$ cat config.mk
export PLATFORM = sky130hd
export DESIGN_NAME = usb_frame_loader
export DESIGN_NICKNAME = d
export VERILOG_FILES = /design/src/rtl/usb_frame_loader_pkg.sv /design/src/rtl/usb_frame_loader_skid_fifo.sv /design/src/rtl/usb_frame_loader.sv
export SDC_FILE = /design/constraint.sdc
export NUM_CORES = 1
export LEC_CHECK = 0
export CAP_MARGIN = 40
export CORE_UTILIZATION = 64
export CTS_BUF_LIST = sky130_fd_sc_hd__clkbuf_4
export DETAILED_ROUTE_END_ITERATION = 7
export PLACE_DENSITY = 0.85
export SLEW_MARGIN = 10
export SYNTH_ARGS = -nofsm -noshare
export SYNTH_HDL_FRONTEND = slang
export SYNTH_SLANG_ARGS = --single-unit
$ cat constraint.sdc
create_clock -name clock -period 11.6 [get_ports clock]
set_clock_uncertainty 0.2 [all_clocks]
set_input_delay 2.32 -clock clock [delete_from_list [all_inputs] [get_ports clock]]
set_output_delay 2.32 -clock clock [all_outputs]
set_load 0.01 [all_outputs]
$ cat src/rtl/usb_frame_loader_pkg.sv
// Shared types and constants for the USB frame loader: FSM state encoding,
// error codes reported on err_code, and the default frame start byte.
package usb_frame_loader_pkg;

    typedef enum logic [2:0] {
        S_IDLE    = 3'd0,
        S_CMD     = 3'd1,
        S_LEN_H   = 3'd2,
        S_LEN_L   = 3'd3,
        S_PAYLOAD = 3'd4,
        S_CSUM    = 3'd5,
        S_DONE    = 3'd6,
        S_ERR     = 3'd7
    } state_e;

    localparam logic [1:0] ERR_CSUM     = 2'd0;
    localparam logic [1:0] ERR_LEN      = 2'd1;
    localparam logic [1:0] ERR_TIMEOUT  = 2'd2;
    localparam logic [1:0] ERR_OVERFLOW = 2'd3;

    localparam logic [7:0] SYNC_DEFAULT = 8'hA5;

    function automatic logic [7:0] csum_step(input logic [7:0] acc, input logic [7:0] b);
        return acc ^ b;
    endfunction

endpackage

$ cat src/rtl/usb_frame_loader_skid_fifo.sv
// Two-entry byte FIFO absorbing the read that usb_input may still complete
// after hold rises. Pushes while full are ignored; the caller flags overflow.
module usb_skid_fifo (
    input  logic       clock_i,
    input  logic       reset_i,
    input  logic       push_i,
    input  logic [7:0] data_i,
    input  logic       pop_i,
    output logic [7:0] data_o,
    output logic [1:0] count_o,
    output logic       full_o,
    output logic       empty_o
);

    logic [7:0] mem_q [2];
    logic       wr_ptr_q;
    logic       rd_ptr_q;
    logic [1:0] count_q;
    logic       do_push_s;
    logic       do_pop_s;

    assign full_o    = (count_q == 2'd2);
    assign empty_o   = (count_q == 2'd0);
    assign do_push_s = push_i & ~full_o;
    assign do_pop_s  = pop_i & ~empty_o;
    assign data_o    = mem_q[rd_ptr_q];
    assign count_o   = count_q;

    // Storage, pointers and occupancy; push and pop may coincide
    always_ff @(posedge clock_i or posedge reset_i) begin
        if (reset_i) begin
            mem_q[0] <= 8'h00;
            mem_q[1] <= 8'h00;
            wr_ptr_q <= 1'b0;
            rd_ptr_q <= 1'b0;
            count_q  <= 2'd0;
        end else begin
            if (do_push_s) begin
                mem_q[wr_ptr_q] <= data_i;
                wr_ptr_q        <= ~wr_ptr_q;
            end
            if (do_pop_s) begin
                rd_ptr_q <= ~rd_ptr_q;
            end
            case ({do_push_s, do_pop_s})
                2'b10:   count_q <= count_q + 2'd1;
                2'b01:   count_q <= count_q - 2'd1;
                default: count_q <= count_q;
            endcase
        end
    end

endmodule

$ cat src/rtl/usb_frame_loader.sv
// Parses SYNC/CMD/LEN/payload/CSUM frames from the usb_input byte stream,
// writes payload bytes through a ready/valid port and reports done/error.
module usb_frame_loader
    import usb_frame_loader_pkg::*;
#(
    parameter int         ADDR_W  = 16,
    parameter int         MAX_LEN = 1024,
    parameter logic [7:0] SYNC    = SYNC_DEFAULT,
    parameter int         TIMEOUT = 2_700_000
) (
    input  logic              clock,
    input  logic              reset,
    input  logic [7:0]        byte_in,
    input  logic              byte_valid,
    output logic              hold,
    output logic              wr_en,
    output logic [ADDR_W-1:0] wr_addr,
    output logic [7:0]        wr_data,
    input  logic              wr_ready,
    output logic              frame_done,
    output logic              frame_err,
    output logic [1:0]        err_code,
    output logic [7:0]        frame_cmd,
    output logic [15:0]       frame_len
);

    localparam int TW = $clog2(TIMEOUT + 1);

    state_e            state_q, state_d;
    logic [7:0]        cmd_q, cmd_d;
    logic [15:0]       len_q, len_d;
    logic [7:0]        csum_q, csum_d;
    logic [15:0]       idx_q, idx_d;
    logic [TW-1:0]     cnt_q, cnt_d;
    logic              wr_en_q, wr_en_d;
    logic [ADDR_W-1:0] wr_addr_q, wr_addr_d;
    logic [7:0]        wr_data_q, wr_data_d;
    logic [7:0]        frame_cmd_q, frame_cmd_d;
    logic [15:0]       frame_len_q, frame_len_d;
    logic [1:0]        err_code_q, err_code_d;

    logic [7:0]  head_s;
    logic [1:0]  fifo_count_s;
    logic        fifo_full_s;
    logic        fifo_empty_s;
    logic        pop_s;
    logic        push_s;
    logic        overflow_s;
    logic        accept_s;
    logic        in_frame_s;
    logic        tmo_hit_s;
    logic [15:0] len_full_s;

    assign push_s     = byte_valid & ~fifo_full_s;
    assign overflow_s = byte_valid & fifo_full_s;
    assign accept_s   = wr_en_q & wr_ready;
    assign in_frame_s = (state_q == S_CMD) | (state_q == S_LEN_H) | (state_q == S_LEN_L)
                      | (state_q == S_PAYLOAD) | (state_q == S_CSUM);
    assign tmo_hit_s  = (cnt_q == TW'(TIMEOUT)) & fifo_empty_s;
    assign len_full_s = {len_q[15:8], head_s};

    usb_skid_fifo u_skid (
        .clock_i (clock),
        .reset_i (reset),
        .push_i  (push_s),
        .data_i  (byte_in),
        .pop_i   (pop_s),
        .data_o  (head_s),
        .count_o (fifo_count_s),
        .full_o  (fifo_full_s),
        .empty_o (fifo_empty_s)
    );

    // Frame parser: next state, datapath updates and skid pop request
    always_comb begin
        state_d     = state_q;
        cmd_d       = cmd_q;
        len_d       = len_q;
        csum_d      = csum_q;
        idx_d       = idx_q;
        wr_en_d     = wr_en_q;
        wr_addr_d   = wr_addr_q;
        wr_data_d   = wr_data_q;
        frame_cmd_d = frame_cmd_q;
        frame_len_d = frame_len_q;
        err_code_d  = err_code_q;
        pop_s       = 1'b0;
        if (overflow_s) begin
            state_d    = S_ERR;
            err_code_d = ERR_OVERFLOW;
            wr_en_d    = 1'b0;
        end else if (in_frame_s && tmo_hit_s && !wr_en_q) begin
            state_d    = S_ERR;
            err_code_d = ERR_TIMEOUT;
        end else begin
            case (state_q)
                S_IDLE: begin
                    pop_s = ~fifo_empty_s;
                    if (!fifo_empty_s && head_s == SYNC) begin
                        state_d = S_CMD;
                    end else begin
                        state_d = S_IDLE;
                    end
                end
                S_CMD: begin
                    pop_s = ~fifo_empty_s;
                    if (!fifo_empty_s) begin
                        cmd_d   = head_s;
                        csum_d  = head_s;
                        state_d = S_LEN_H;
                    end else begin
                        state_d = S_CMD;
                    end
                end
                S_LEN_H: begin
                    pop_s = ~fifo_empty_s;
                    if (!fifo_empty_s) begin
                        len_d[15:8] = head_s;
                        csum_d      = csum_step(csum_q, head_s);
                        state_d     = S_LEN_L;
                    end else begin
                        state_d = S_LEN_H;
                    end
                end
                S_LEN_L: begin
                    pop_s = ~fifo_empty_s;
                    if (!fifo_empty_s) begin
                        len_d  = len_full_s;
                        csum_d = csum_step(csum_q, head_s);
                        idx_d  = 16'd0;
                        if (len_full_s > 16'(MAX_LEN)) begin
                            state_d    = S_ERR;
                            err_code_d = ERR_LEN;
                        end else if (len_full_s == 16'd0) begin
                            state_d = S_CSUM;
                        end else begin
                            state_d = S_PAYLOAD;
                        end
                    end else begin
                        state_d = S_LEN_L;
                    end
                end
                S_PAYLOAD: begin
                    // A new byte is fetched only once the previous write has been taken
                    if (wr_en_q) begin
                        if (wr_ready) begin
                            wr_en_d = 1'b0;
                            csum_d  = csum_step(csum_q, wr_data_q);
                            idx_d   = idx_q + 16'd1;
                            if (idx_q == len_q - 16'd1) begin
                                state_d = S_CSUM;
                            end else begin
                                state_d = S_PAYLOAD;
                            end
                        end else begin
                            state_d = S_PAYLOAD;
                        end
                    end else if (!fifo_empty_s) begin
                        pop_s     = 1'b1;
                        wr_en_d   = 1'b1;
                        wr_addr_d = ADDR_W'(idx_q);
                        wr_data_d = head_s;
                    end else begin
                        state_d = S_PAYLOAD;
                    end
                end
                S_CSUM: begin
                    pop_s = ~fifo_empty_s;
                    if (!fifo_empty_s && head_s == csum_q) begin
                        state_d     = S_DONE;
                        frame_cmd_d = cmd_q;
                        frame_len_d = len_q;
                    end else if (!fifo_empty_s) begin
                        state_d    = S_ERR;
                        err_code_d = ERR_CSUM;
                    end else begin
                        state_d = S_CSUM;
                    end
                end
                S_DONE:  state_d = S_IDLE;
                S_ERR:   state_d = S_IDLE;
                default: state_d = S_IDLE;
            endcase
        end
    end

    // Inter-byte idle counter; a stalled write is not idleness
    always_comb begin
        cnt_d = cnt_q;
        if (!in_frame_s || pop_s || accept_s) begin
            cnt_d = '0;
        end else if (wr_en_q && !wr_ready) begin
            cnt_d = cnt_q;
        end else if (cnt_q != TW'(TIMEOUT)) begin
            cnt_d = cnt_q + TW'(1);
        end else begin
            cnt_d = cnt_q;
        end
    end

    // State and datapath registers
    always_ff @(posedge clock or posedge reset) begin
        if (reset) begin
            state_q     <= S_IDLE;
            cmd_q       <= 8'h00;
            len_q       <= 16'h0000;
            csum_q      <= 8'h00;
            idx_q       <= 16'h0000;
            cnt_q       <= '0;
            wr_en_q     <= 1'b0;
            wr_addr_q   <= '0;
            wr_data_q   <= 8'h00;
            frame_cmd_q <= 8'h00;
            frame_len_q <= 16'h0000;
            err_code_q  <= 2'd0;
        end else begin
            state_q     <= state_d;
            cmd_q       <= cmd_d;
            len_q       <= len_d;
            csum_q      <= csum_d;
            idx_q       <= idx_d;
            cnt_q       <= cnt_d;
            wr_en_q     <= wr_en_d;
            wr_addr_q   <= wr_addr_d;
            wr_data_q   <= wr_data_d;
            frame_cmd_q <= frame_cmd_d;
            frame_len_q <= frame_len_d;
            err_code_q  <= err_code_d;
        end
    end

    assign hold       = reset | (fifo_count_s != 2'd0)
                      | ((state_q == S_PAYLOAD) & wr_en_q & ~wr_ready);
    assign wr_en      = wr_en_q;
    assign wr_addr    = wr_addr_q;
    assign wr_data    = wr_data_q;
    assign frame_done = (state_q == S_DONE);
    assign frame_err  = (state_q == S_ERR);
    assign err_code   = err_code_q;
    assign frame_cmd  = frame_cmd_q;
    assign frame_len  = frame_len_q;

endmodule

* Yosys cells after proc, flatten, opt, wreduce, memory -nomap -nowiden
Cells that the tools add are included.
** Word-level totals
- Word-level logic and storage cells :: 168
- Latch bits :: 0
- Register bits :: 144
- Bits in writable memories :: 0
- Memories kept :: 0
- Bits in read-only memories :: 0
** Operators by class
- Order comparisons :: 4
- Bitwise gates (word level) :: 27
- Multiply operators :: 0
- Add/subtract/negate cells :: 5
- Equality and inequality tests :: 27
- Mux-type cells :: 52
- Divide/modulo/power cells :: 0
- Reductions and logical operators :: 35
- Shifts and indexed selects :: 0
** Operator list (number)
- $mux W22 :: 3
- $mux W8 :: 8
- $mux W16 :: 3
- $pmux W16 S2 :: 1
- $pmux W8 S3 :: 1
- $add A22 B1 Y22 const B :: 1
- $eq A22 B22 Y1 const B :: 1
- $ne A22 B22 Y1 const B :: 1
- $pmux W3 S7 :: 1
- $mux W2 :: 10
- $mux W3 :: 6
- $add A16 B1 Y16 const B :: 1
- $bwmux W16 :: 1
- $eq A16 B16 Y1 :: 1
- $gt A16 B11 Y1 const B :: 1
- $logic_not A16 Y1 :: 1
- $pmux W8 S2 :: 1
- $sub A16 B1 Y16 const B :: 1
- $xor A8 B8 Y8 :: 2
- $reduce_and A5 Y1 :: 3
- $ne A2 B2 Y1 const B :: 7
- $mux W1 :: 13
- $eq A3 B3 Y1 const B :: 4
- $reduce_and A4 Y1 :: 3
- 34 further kinds :: 75

* Logic depth before layout (Yosys ltp)
Gate-level depths: netlist of the first run.
- Word-level depth :: 13
- Mapped depth :: 9
- Depth with buffers taken out :: 8

* By module
Synthesis of the first run repeated with hierarchy kept, for this count alone.
** Unflattened totals
- Cell total of the unflattened synthesis :: 679
- Area total of the unflattened synthesis :: 7325.8 sq um
** By module, submodules not included
- usb_frame_loader :: area each 6391.1 sq um, times used 1, cells each 618, sequential area each 3103.0 sq um
- usb_skid_fifo :: area each 934.6 sq um, times used 1, cells each 61, sequential area each 500.5 sq um

* Least setup slack after synthesis of the first run
No wires, ideal clock.
- Kind :: input-to-output
- Start point :: input port reset
- End point :: output port hold
- Slack :: 3.251 ns
- Arrival time :: 5.829 ns
- Data required time :: 9.080 ns
- Stages on the path :: 2
- Buffers on the path :: 0
- Path through :: inv_1 nand3_1
** On the way
- Word-level cells in the longest chain between the ends :: 2
** RTL lines
- from (decl) :: RTL line usb_frame_loader.sv:12 : input logic reset,
- $or A1 B1 Y1 :: RTL line usb_frame_loader.sv:232 : assign hold = reset | (fifo_count_s != 2'd0)
- $or A1 B1 Y1 :: RTL line usb_frame_loader.sv:233 : | ((state_q == S_PAYLOAD) & wr_en_q & ~wr_ready);
- to (decl) :: RTL line usb_frame_loader.sv:15 : output logic hold,
Every way passes these cells.

* Worst setup path in the final report of the first run
Ends and elaborated chain as after synthesis.

==> out/results.tsv, run 1 <==
stage	metric	value	unit
outcome	status	finished clean	
setup_path	cpMaxStageDelayCell	clkdlybuf4s50_1	
power_and_ir_drop	p_leak	3.64	nW
route	vias	5468	
logic_synthesis	synth_cells	688	
clock_tree	cts_resized	0	
clock_tree	post_cts.repair.setup_buffers	0	
logic_synthesis	synth-edff-count	0	
setup_path	r2r_start	u_skid.rd_ptr_q	
route	wl	16.3	mm
setup_path	cp-end-kind	output pin	
timing	rsz0062_at_grt	false	
route	viasPerCell	6.08	
min_path	hold_path_end	cmd_q[0]	
clock_tree	cts.htree.levels	4	
setup_path	required	9080	ps
logic_synthesis	synth_cell_types	63	
die	core_area	0.0110	sq mm
setup_path	max_stage_delay	540	ps
place	place.gp.congestion	0.912	
timing	worst_pin_slew	875	ps
cells_and_area	area_delta_synth_final	14.8	%
power_and_ir_drop	peakVddDrop	0.174	mV
timing	max_freq	152	MHz
global_routing	track_usage	29.8	%
min_path	holdCritPathClass	flop to flop	
global_routing	grt_pass1_wl	26.7	mm
setup_path	path_class	input port to output pin	
setup_path	cp_max_fo	75	
clock_tree	cts-root-buf	clkbuf_4	
place	portBuffers	65	
die	fp.dieArea	0.0119	sq mm
logic_synthesis	synth_seq_cells	144	
cells_and_area	diodes	0	
die	floorplan.initialDensity	66.6	%
clock_tree	holdBufCountCts	0	
logic_synthesis	yosys_most_used_dff	dfrtp_1	
cells_and_area	layout_commonest_cell	dfrtp_1	
setup_path	path_buf_inv	3	
logic_synthesis	seq_area_frac_synth	49.2	%
min_path	whs_path_depth	2	
cells_and_area	drive_above_1_share	15.3	%
die	die_w	109	microns
timing	final_max_slew_viol_count	0	
die	rows	38	
power_and_ir_drop	powerDensity	239	mW/mm^2
global_routing	grt_overflow	0	
clock_tree	numCtsBuffers	17	
route	drt_iter0_markers	338	
place	dp_hpwl	11.6	mm
clock_tree	ctsLongestPathBuffers	2	
timing	setup_tns	0	ps
die	ios	66	
clock_tree	path_clk_slew	120	ps
logic_synthesis	avgSynthCellArea	10.6	sq um
clock_tree	cts.sinks	144	
route	ant_nets	0	
global_routing	grt_max_degree	76	
route	dr.pass1.iters	5	
setup_path	rrSetupSlack	8440	ps
die	die_height	109	microns
timing	setup_viol	0	
power_and_ir_drop	total_power	2.01	mW
route	drc	0	
timing	whs	295	ps
timing	fin_crit_sh	56.8	%
setup_path	arrival	4070	ps
setup_path	crit_chain	clkdlybuf4s50_1, inv_6, nand3_1, clkdlybuf4s50_1	
logic_synthesis	netlist_area	0.00732	sq mm
setup_path	r2r-end	frame_len[15]	
job	drv_cap	0	
global_routing	antenna_found_initial	0	
timing	slew_headroom	41.1	%
setup_path	cp_top_family	buffers and inverters	
global_routing	grt_pass1_vias	5391	
logic_synthesis	syn-num-nets	705	
logic_synthesis	ys_warn_count	0	
logic_synthesis	synth-async-reset-ratio	100	%
setup_path	cpMostUsedCell	clkdlybuf4s50_1	
timing	hold_viol_final	0	
clock_tree	cts_tree	done	
timing	fin_crit	6590	ps
cells_and_area	fin_nets	764	
route	wl_per_cell	18.1	microns
min_path	worstHoldStart	cmd_q[0]	
setup_path	start_kind	input port	
cells_and_area	final_cell_mix	144 x dfrtp_1, 67 x nor2_1, 65 x clkdlybuf4s50_1, 64 x nand2_1, 41 x mux2_2	
clock_tree	insertion_delay	580	ps
setup_path	rr_worst_depth	6	
-- routing by layer --
metal,vias to the layer above,GRT usage (%),wire (microns)
met5,-,0,0
li1,2551,-,-
met1,2710,38.1,7070
met4,0,12.4,317
met3,31,5.20,756
met2,176,50.0,8130
-- power by group --
part | internal (mW) | switching, mW
registers | 0.635 | 0.184
clock network | 0.147 | 0.186
logic | 0.407 | 0.449
-- state kept, by name (all words and copies together), names as in the netlist --
name,cells
frame_len,16
wr_data,8
wr_addr,16
state_q,3
u_skid.mem_q,16
csum_q,8
u_skid.wr_ptr_q,1
cnt_q,22
len_q,16
cmd_q,8
u_skid.rd_ptr_q,1
err_code,2
idx_q,16
wr_en,1
frame_cmd,8
u_skid.count_o,2
-- layout make-up --
cell class | count | area (sq um)
Tap cell | 140 | 175
Multi-Input combinational cell | 499 | 3510
Sequential cell | 144 | 3600
Inverter | 12 | 50.0
Clock inverter | 15 | 169
Timing Repair Buffer | 73 | 762
Clock buffer | 17 | 128
Fill cell | 728 | 2580
-- metrics by stage --
stage / util, % / area (sq um) / std cells / setup slack [ps]
2_1_floorplan: - / 7320 / 688 / 3250
3_3_place_gp: 72.8 / 8000 / 861 / 5010
3_5_place_dp: 73.8 / 8100 / 868 / 4990
4_1_cts: 76.5 / 8400 / 900 / 4970
5_1_grt: 76.5 / 8400 / 900 / 4870
6_report: 76.5 / 8400 / 900 / 5010
-- cell families after synthesis --
logic type               share of synthesized area (%)
AND/OR/NAND/NOR                                   18.0
flip-flops                                        49.2
AO/OA/AOI/OAI                                     8.65
XOR/XNOR                                          8.62
multiplexers                                      11.8
buffers and inverters                             2.85
adder cells (fa/ha/maj)                          0.855
-- how the worst max path moves through the flow --
stage	start	to	slack, ps	depth (start not counted)
final	reset	hold	5010	4
after global routing	reset	hold	4870	4
after CTS	reset	hold	4970	4
after detailed placement	reset	hold	4990	4
after global placement	reset	hold	5010	4
after floorplan	reset	hold	3250	2
-- worst reg2reg max path, cell delays in order, from the launching register on --
cell	delay (ps)
dfrtp_1	520
buf_16	210
mux2i_2	520
xnor2_1	190
nor4_4	360
nand4_4	560
mux2_4	510
-- synthesized netlist by cell type, drive strengths merged (5+ instances only) --
master	number	area share [%]
a21oi	26	1.8
a22oi	8	0.82
and3	7	0.60
buf	8	0.96
clkbuf	25	1.3
dfrtp	144	49
ha	5	0.85
inv	12	0.62
mux2	55	9.2
mux2i	10	2.6
nand2	64	3.3
nand2b	6	0.51
nand3	23	1.6
nand4	20	1.9
nor2	67	3.4
nor2b	5	0.43
nor3	15	1.2
nor4	11	1.2
o21ai	39	2.7
o22a	8	0.96
or2	5	0.43
or3	6	0.51
xnor2	34	4.1
xor2	38	4.5
No activity file was read; power rests on OpenSTA's default activity.
==> inputs of run 2 (changes only) <==
--- a/config.mk
+++ b/config.mk
@@ -6,10 +6,10 @@
 export NUM_CORES = 1
 export LEC_CHECK = 0
 export CAP_MARGIN = 40
-export CORE_UTILIZATION = 64
+export CORE_UTILIZATION = 54
 export CTS_BUF_LIST = sky130_fd_sc_hd__clkbuf_4
 export DETAILED_ROUTE_END_ITERATION = 7
-export PLACE_DENSITY = 0.85
+export PLACE_DENSITY = 0.77
 export SLEW_MARGIN = 10
 export SYNTH_ARGS = -nofsm -noshare
 export SYNTH_HDL_FRONTEND = slang
==> constraint.sdc (replaced) <==
create_clock -name clock -period 5.5 [get_ports clock]
set_clock_uncertainty 0.2 [all_clocks]
set_input_delay 1.1 -clock clock [delete_from_list [all_inputs] [get_ports clock]]
set_output_delay 1.1 -clock clock [all_outputs]
set_load 0.01 [all_outputs]
==> run 2 against run 1 <==
Effect of this change: hold slack worse by 4.4 ps; via count shrank 0.82%; sequential share of layout area shrank 0.22 points; flip-flop and latch count is the same; power increased by 110%; routed wire length down 2.8%; register-to-register slack got worse by 6100 ps; die area grew 18%; critical path type is now flop to output pin.
==> out/results.tsv, run 2 (synthesized netlist as in run 1, its figures left out) <==
stage	metric	value	unit	change
outcome	status	finished clean		unchanged
setup_path	arrival	2720	ps	was 4070 ps
cells_and_area	largest_register_ffs	22		unchanged
global_routing	grt_pass1_wl	26.4	mm	was 26.7 mm
timing	hold_viol_final	0		unchanged
clock_tree	holdBufCountCts	0		unchanged
power_and_ir_drop	peakVddDrop	0.294	mV	was 0.174 mV
route	ant_nets	0		unchanged
route	dr.pass1.iters	7		was 5
die	die_w	118	microns	was 109 microns
clock_tree	post_cts.repair.setup_buffers	0		unchanged
power_and_ir_drop	powerDensity	493	mW/mm^2	was 239 mW/mm^2
die	ios	66		unchanged
clock_tree	cts_resized	0		unchanged
cells_and_area	drive_above_1_share	15.1	%	was 15.3%
min_path	holdCritPathClass	flop to flop		unchanged
clock_tree	cts.htree.levels	4		unchanged
route	drt_iter0_markers	432		was 338
timing	whs	290	ps	was 295 ps
timing	max_freq	249	MHz	
setup_path	cp-end-kind	output pin		unchanged
cells_and_area	top_register	cnt_q		unchanged
global_routing	antenna_found_initial	0		unchanged
timing	setup_viol	0		unchanged
cells_and_area	layout_commonest_cell	dfrtp_1		unchanged
timing	rsz0062_at_grt	false		unchanged
setup_path	required	4200	ps	was 9080 ps
clock_tree	cts.sinks	144		unchanged
die	core_area	0.0132	sq mm	was 0.0110 sq mm
cells_and_area	fin_nets	765		was 764
setup_path	start_kind	flop		was input port
setup_path	cp_max_fo	17		was 75
global_routing	grt_max_degree	70		was 76
clock_tree	insertion_delay	570	ps	was 580 ps
timing	final_max_slew_viol_count	0		unchanged
timing	fin_crit	4020	ps	
clock_tree	cts-root-buf	clkbuf_4		unchanged
clock_tree	path_clk_slew	110	ps	was 120 ps
die	rows	42		was 38
route	wl	15.8	mm	was 16.3 mm
cells_and_area	final_area	0.00844	sq mm	was 0.00840 sq mm
place	dpl_cell_area	0.00817	sq mm	was 0.00810 sq mm
cells_and_area	area_delta_synth_final	15.4	%	was 14.8%
cells_and_area	final_util	63.8	%	was 76.5%
die	floorplan.initialDensity	55.3	%	was 66.6%
power_and_ir_drop	p_leak	3.64	nW	about the same
place	place.gp.congestion	0.924		was 0.912
global_routing	grt_pass1_vias	5293		was 5391
clock_tree	ctsLongestPathBuffers	2		unchanged
place	portBuffers	65		unchanged
setup_path	path_class	flop to output pin		was input port to output pin
job	drv_cap	0		unchanged
timing	fin_crit_sh	73.2	%	
die	fp.dieArea	0.0140	sq mm	was 0.0119 sq mm
route	drc	0		unchanged
place	dp_hpwl	11.2	mm	was 11.6 mm
global_routing	track_usage	24.1	%	was 29.8%
timing	setup_tns	0	ps	unchanged
route	vias	5423		was 5468
global_routing	grt_overflow	0		unchanged
cells_and_area	diodes	0		unchanged
cells_and_area	final_cell_mix	144 x dfrtp_1, 67 x nor2_1, 65 x clkdlybuf4s50_1, 64 x nand2_1, 41 x mux2_2		unchanged
die	die_height	118	microns	was 109 microns
timing	worst_pin_slew	888	ps	was 875 ps
route	viasPerCell	5.79		was 6.08
clock_tree	cts_tree	done		unchanged
route	wl_per_cell	16.9	microns	was 18.1 microns
clock_tree	numCtsBuffers	17		unchanged
timing	slew_headroom	40.3	%	was 41.1%
## run 2: cell count changes in the layout (fill, tap and decap cells not counted)
| cell | before | now |
|---|---|---|
| buf_16 | 1 | 3 |
| inv_6 | 2 | 0 |
| buf_4 | 1 | 2 |
| buf_8 | 2 | 1 |
| bufinv_16 | 3 | 2 |
| clkbuf_4 | 17 | 18 |
| clkdlybuf4s18_2 | 1 | 0 |
| clkinv_1 | 2 | 3 |
| clkinv_2 | 3 | 4 |
| clkinv_4 | 2 | 1 |
## run 2: worst max-delay path: stages (launching register included)
cell             delay (ps)
dfrtp_1                 560
nor2_1                  200
and2_1                  580
nand2_1                 130
nand3_1                 130
clkdlybuf4s50_1         550
## run 2: routing by layer
layer  track usage [%]  share of wire [%]  up-vias
met4              8.78                1.9        0
met2              39.3                 50      132
li1                  -                  -     2543
met1              31.4                 44     2718
met5                 0                  0        -
met3              5.84                4.0       30
## run 2: layout make-up
| type | count | area, sq um |
|---|---|---|
| multi-input combinational | 499 | 3510 |
| inverter | 12 | 48.8 |
| fill | 1084 | 4800 |
| clock inverter | 13 | 123 |
| tap | 176 | 220 |
| sequential | 144 | 3600 |
| clock buffer | 18 | 135 |
| timing repair buffer | 74 | 800 |
## run 2: path summary, 6_finish.rpt
| path | start | to | slack, ps | cells past startpoint |
|---|---|---|---|---|
| worst min-delay path | cmd_q[0] | cmd_q[0] | 290 | 2 |
| worst min register to register | cmd_q[0] | cmd_q[0] | 290 | 2 |
| min in group asynchronous | reset | u_skid.mem_q[1] | 830 | 3 |
| worst max register to register | u_skid.rd_ptr_q | frame_len[11] | 2310 | 6 |
| worst max-delay path | state_q[0] | hold | 1480 | 5 |
| max in group asynchronous | reset | wr_en | 3080 | 6 |
## run 2: metrics by stage
step,power [mW],instances,setup WS (ps)
final,4.16,936,1480
after global routing,4.43,936,1300
after CTS,4.17,935,1480
after detailed placement,3.53,904,1540
after global placement,3.38,898,1540
after floorplan,2.99,688,627
## run 2: power breakdown
group          total, mW  switching (mW)  leakage (nW)  internal [mW]
Clock              0.637           0.374         0.136          0.264
Combinational       1.80           0.941          1.63          0.863
Sequential          1.72           0.380          1.88           1.34
==> inputs of run 3 (changes only) <==
==> constraint.sdc (replaced) <==
create_clock -name clock -period 3.23 [get_ports clock]
set_clock_uncertainty 0.2 [all_clocks]
set_input_delay 0.646 -clock clock [delete_from_list [all_inputs] [get_ports clock]]
set_output_delay 0.646 -clock clock [all_outputs]
set_load 0.01 [all_outputs]
==> run 3 against run 2 <==
Effect of this change: register-to-register slack worse by 2000 ps; sequential power increased by 70%; final cell count increased by 0.96%; flip-flop and latch count is the same; routed wire length up 2.2%; sequential share of layout area about the same; die area unchanged; core utilization increased by 0.076 points; worst setup slack lost 1300 ps; first-iteration DRC count down 0.46%; power rose by 72%; global-route usage up 0.42 points; critical endpoint unchanged.
==> out/results.tsv, run 3 (synthesized netlist as in run 1, its figures left out) <==
stage	metric	value	unit	change
outcome	status	finished clean		unchanged
cells_and_area	final_area	0.00845	sq mm	was 0.00844 sq mm
setup_path	r2r_start	u_skid.rd_ptr_q		unchanged
place	dp_hpwl	11.4	mm	was 11.2 mm
route	wl_met1	6.89	mm	was 6.98 mm
timing	final_max_slew_viol_count	0		unchanged
power_and_ir_drop	power_frac_comb	44.3	%	was 43.4%
setup_path	cp-end-kind	output pin		unchanged
power_and_ir_drop	p_leak	3.66	nW	was 3.64 nW
cells_and_area	diodes	0		unchanged
cells_and_area	final_cell_mix	143 x dfrtp_1, 66 x nor2_1, 65 x clkdlybuf4s50_1, 64 x nand2_1, 41 x mux2_2		was 144 x dfrtp_1, 67 x nor2_1, 65 x clkdlybuf4s50_1, 64 x nand2_1, 41 x mux2_2
power_and_ir_drop	p_switching	2.93	mW	was 1.69 mW
global_routing	track_usage	24.5	%	was 24.1%
setup_path	crit_chain	nor2_1, and2_1, nand2_1, nand3_1, clkdlybuf4s50_1		unchanged
route	vias	5527		was 5423
min_path	worstHoldStart	cmd_q[5]		was cmd_q[0]
power_and_ir_drop	peakVddDrop	0.510	mV	was 0.294 mV
setup_path	required	2380	ps	was 4200 ps
setup_path	start_kind	flop		unchanged
route	top_layer	met4		unchanged
route	wl	16.2	mm	was 15.8 mm
timing	worst_pin_slew	897	ps	was 888 ps
cells_and_area	top_register	cnt_q		unchanged
cells_and_area	layout_commonest_cell	dfrtp_1		unchanged
timing	whs	293	ps	was 290 ps
cells_and_area	n_fill_cell	1086		was 1084
die	die_height	118	microns	unchanged
power_and_ir_drop	swShare	41.0	%	was 40.7%
cells_and_area	largest_register_ffs	22		unchanged
min_path	holdCritPathClass	flop to flop		unchanged
die	ios	66		unchanged
setup_path	arrival	2240	ps	was 2720 ps
place	place.gp.congestion	0.870		was 0.924
clock_tree	insertion_delay	580	ps	was 570 ps
timing	fin_crit	3080	ps	
setup_path	cpMaxStageDelayCell	dfrtp_1		was and2_1
place	portBuffers	65		unchanged
power_and_ir_drop	sequentialPowerShare	40.8	%	was 41.3%
timing	hold_viol_final	0		unchanged
timing	fin_crit_sh	95.5	%	
timing	slew_headroom	39.6	%	was 40.3%
place	dpl_cell_area	0.00819	sq mm	was 0.00817 sq mm
timing	setup_viol	0		unchanged
cells_and_area	fin_nets	773		was 765
clock_tree	cts.sinks	144		unchanged
global_routing	grt_overflow	0		unchanged
setup_path	r2r-end	state_q[0]		was frame_len[11]
global_routing	grt_pass1_vias	5410		was 5293
setup_path	rr_worst_depth	6		unchanged
setup_path	max_stage_delay	550	ps	was 580 ps
setup_path	rrSetupSlack	350	ps	was 2310 ps
route	wl_met3	774	microns	was 631 microns
die	fp.dieArea	0.0140	sq mm	unchanged
die	floorplan.initialDensity	55.3	%	unchanged
die	rows	42		unchanged
timing	rsz0062_at_grt	false		unchanged
cells_and_area	regArea	0.00360	sq mm	about the same
cells_and_area	area_delta_synth_final	15.5	%	was 15.4%
die	core_area	0.0132	sq mm	unchanged
setup_path	cp_max_fo	14		was 17
clock_tree	numCtsBuffers	17		unchanged
route	drt_iter0_markers	430		was 432
global_routing	grt_pass1_wl	27.0	mm	was 26.4 mm
cells_and_area	drive_above_1_share	16.0	%	was 15.1%
global_routing	grt_max_degree	145		was 70
power_and_ir_drop	power_frac_clock	14.9	%	was 15.3%
job	drv_cap	0		unchanged
clock_tree	ctsLongestPathBuffers	2		unchanged
min_path	hold_path_end	cmd_q[5]		was cmd_q[0]
timing	max_freq	324	MHz	
die	die_w	118	microns	unchanged
min_path	whs_path_depth	2		unchanged
clock_tree	cts_tree	done		unchanged
setup_path	path_buf_inv	1		unchanged
route	dr.pass1.iters	5		was 7
route	viasPerCell	5.85		was 5.79
route	ant_nets	0		unchanged
clock_tree	path_clk_slew	120	ps	was 110 ps
clock_tree	cts.htree.levels	4		unchanged
clock_tree	cts-root-buf	clkbuf_4		unchanged
route	drc	0		unchanged
power_and_ir_drop	intPower	4.23	mW	was 2.47 mW
route	dr_wl_met2	8.10	mm	was 7.91 mm
setup_path	cp_top_family	simple AND/OR/NAND/NOR gates		unchanged
power_and_ir_drop	powerDensity	847	mW/mm^2	was 493 mW/mm^2
clock_tree	post_cts.repair.setup_buffers	0		unchanged
setup_path	path_class	flop to output pin		unchanged
clock_tree	holdBufCountCts	0		unchanged
cells_and_area	multiInputGateArea	0.00351	sq mm	about the same
route	wl_per_cell	17.1	microns	was 16.9 microns
global_routing	antenna_found_initial	0		unchanged
==> run 3: cell count changes in the layout (fill, tap and decap cells not counted), sizes merged <==
cell    previous run  this run
buf                9        17
clkinv             8        10
clkbuf            18        17
==> run 3: layer usage <==
layer,track usage [%],up-vias
met5,0,-
met4,11.2,0
met3,5.94,29
met2,40.0,166
met1,31.1,2766
li1,-,2566
==> run 3: final cells by class <==
class	count	share of cell area (%)
inverter	12	0.577
multi-input combinational	499	41.6
clock buffer	17	1.51
tap	176	2.61
clock inverter	15	1.49
sequential	144	42.6
timing repair buffer	82	9.59
==> run 3: power groups by stage <==
stage / Combinational, mW / Sequential [mW] / Clock, mW
after floorplan: 2.36 / 2.74 / 0
after global placement: 3.00 / 2.91 / 0
after detailed placement: 3.14 / 2.94 / 0
after CTS: 3.17 / 2.91 / 1.09
after global routing: 3.45 / 2.99 / 1.17
final: 3.17 / 2.92 / 1.07
==> run 3: what timing repair did <==
action                     in CTS  in global routing
gates resized for setup         1                  2
hold endpoints to repair        0                  0
setup endpoints to repair       1                  1
pin swaps                       0                  0
==> run 3: worst max-delay path by stage <==
stage / start / end / slack, ps / depth (start not counted)
3_5_place_dp: wr_ready / hold / 220 / 5
5_1_grt: state_q[1] / hold / 20 / 5
3_3_place_gp: wr_ready / hold / 210 / 5
6_report: state_q[1] / hold / 150 / 5
4_1_cts: u_skid.count_o[0] / hold / 120 / 3
2_1_floorplan: reset / hold / -730 / 2
==> run 3: tightest hold or removal path, stage by stage (launching register included) <==
cell and delay, ps:
dfrtp_1 360, nand2_1 40, o21ai_0 60
==> run 3: through the flow <==
step | worst slack, ps | util (%) | power, mW | setup TNS (ps) | std cells
after floorplan | -735 | - | 5.10 | -735 | 688
after global placement | 214 | 61.7 | 5.91 | 0 | 912
after detailed placement | 220 | 61.8 | 6.08 | 0 | 913
after CTS | 115 | 63.8 | 7.16 | 0 | 945
after global routing | 16.3 | 63.8 | 7.60 | 0 | 945
final | 147 | 63.8 | 7.16 | 0 | 945
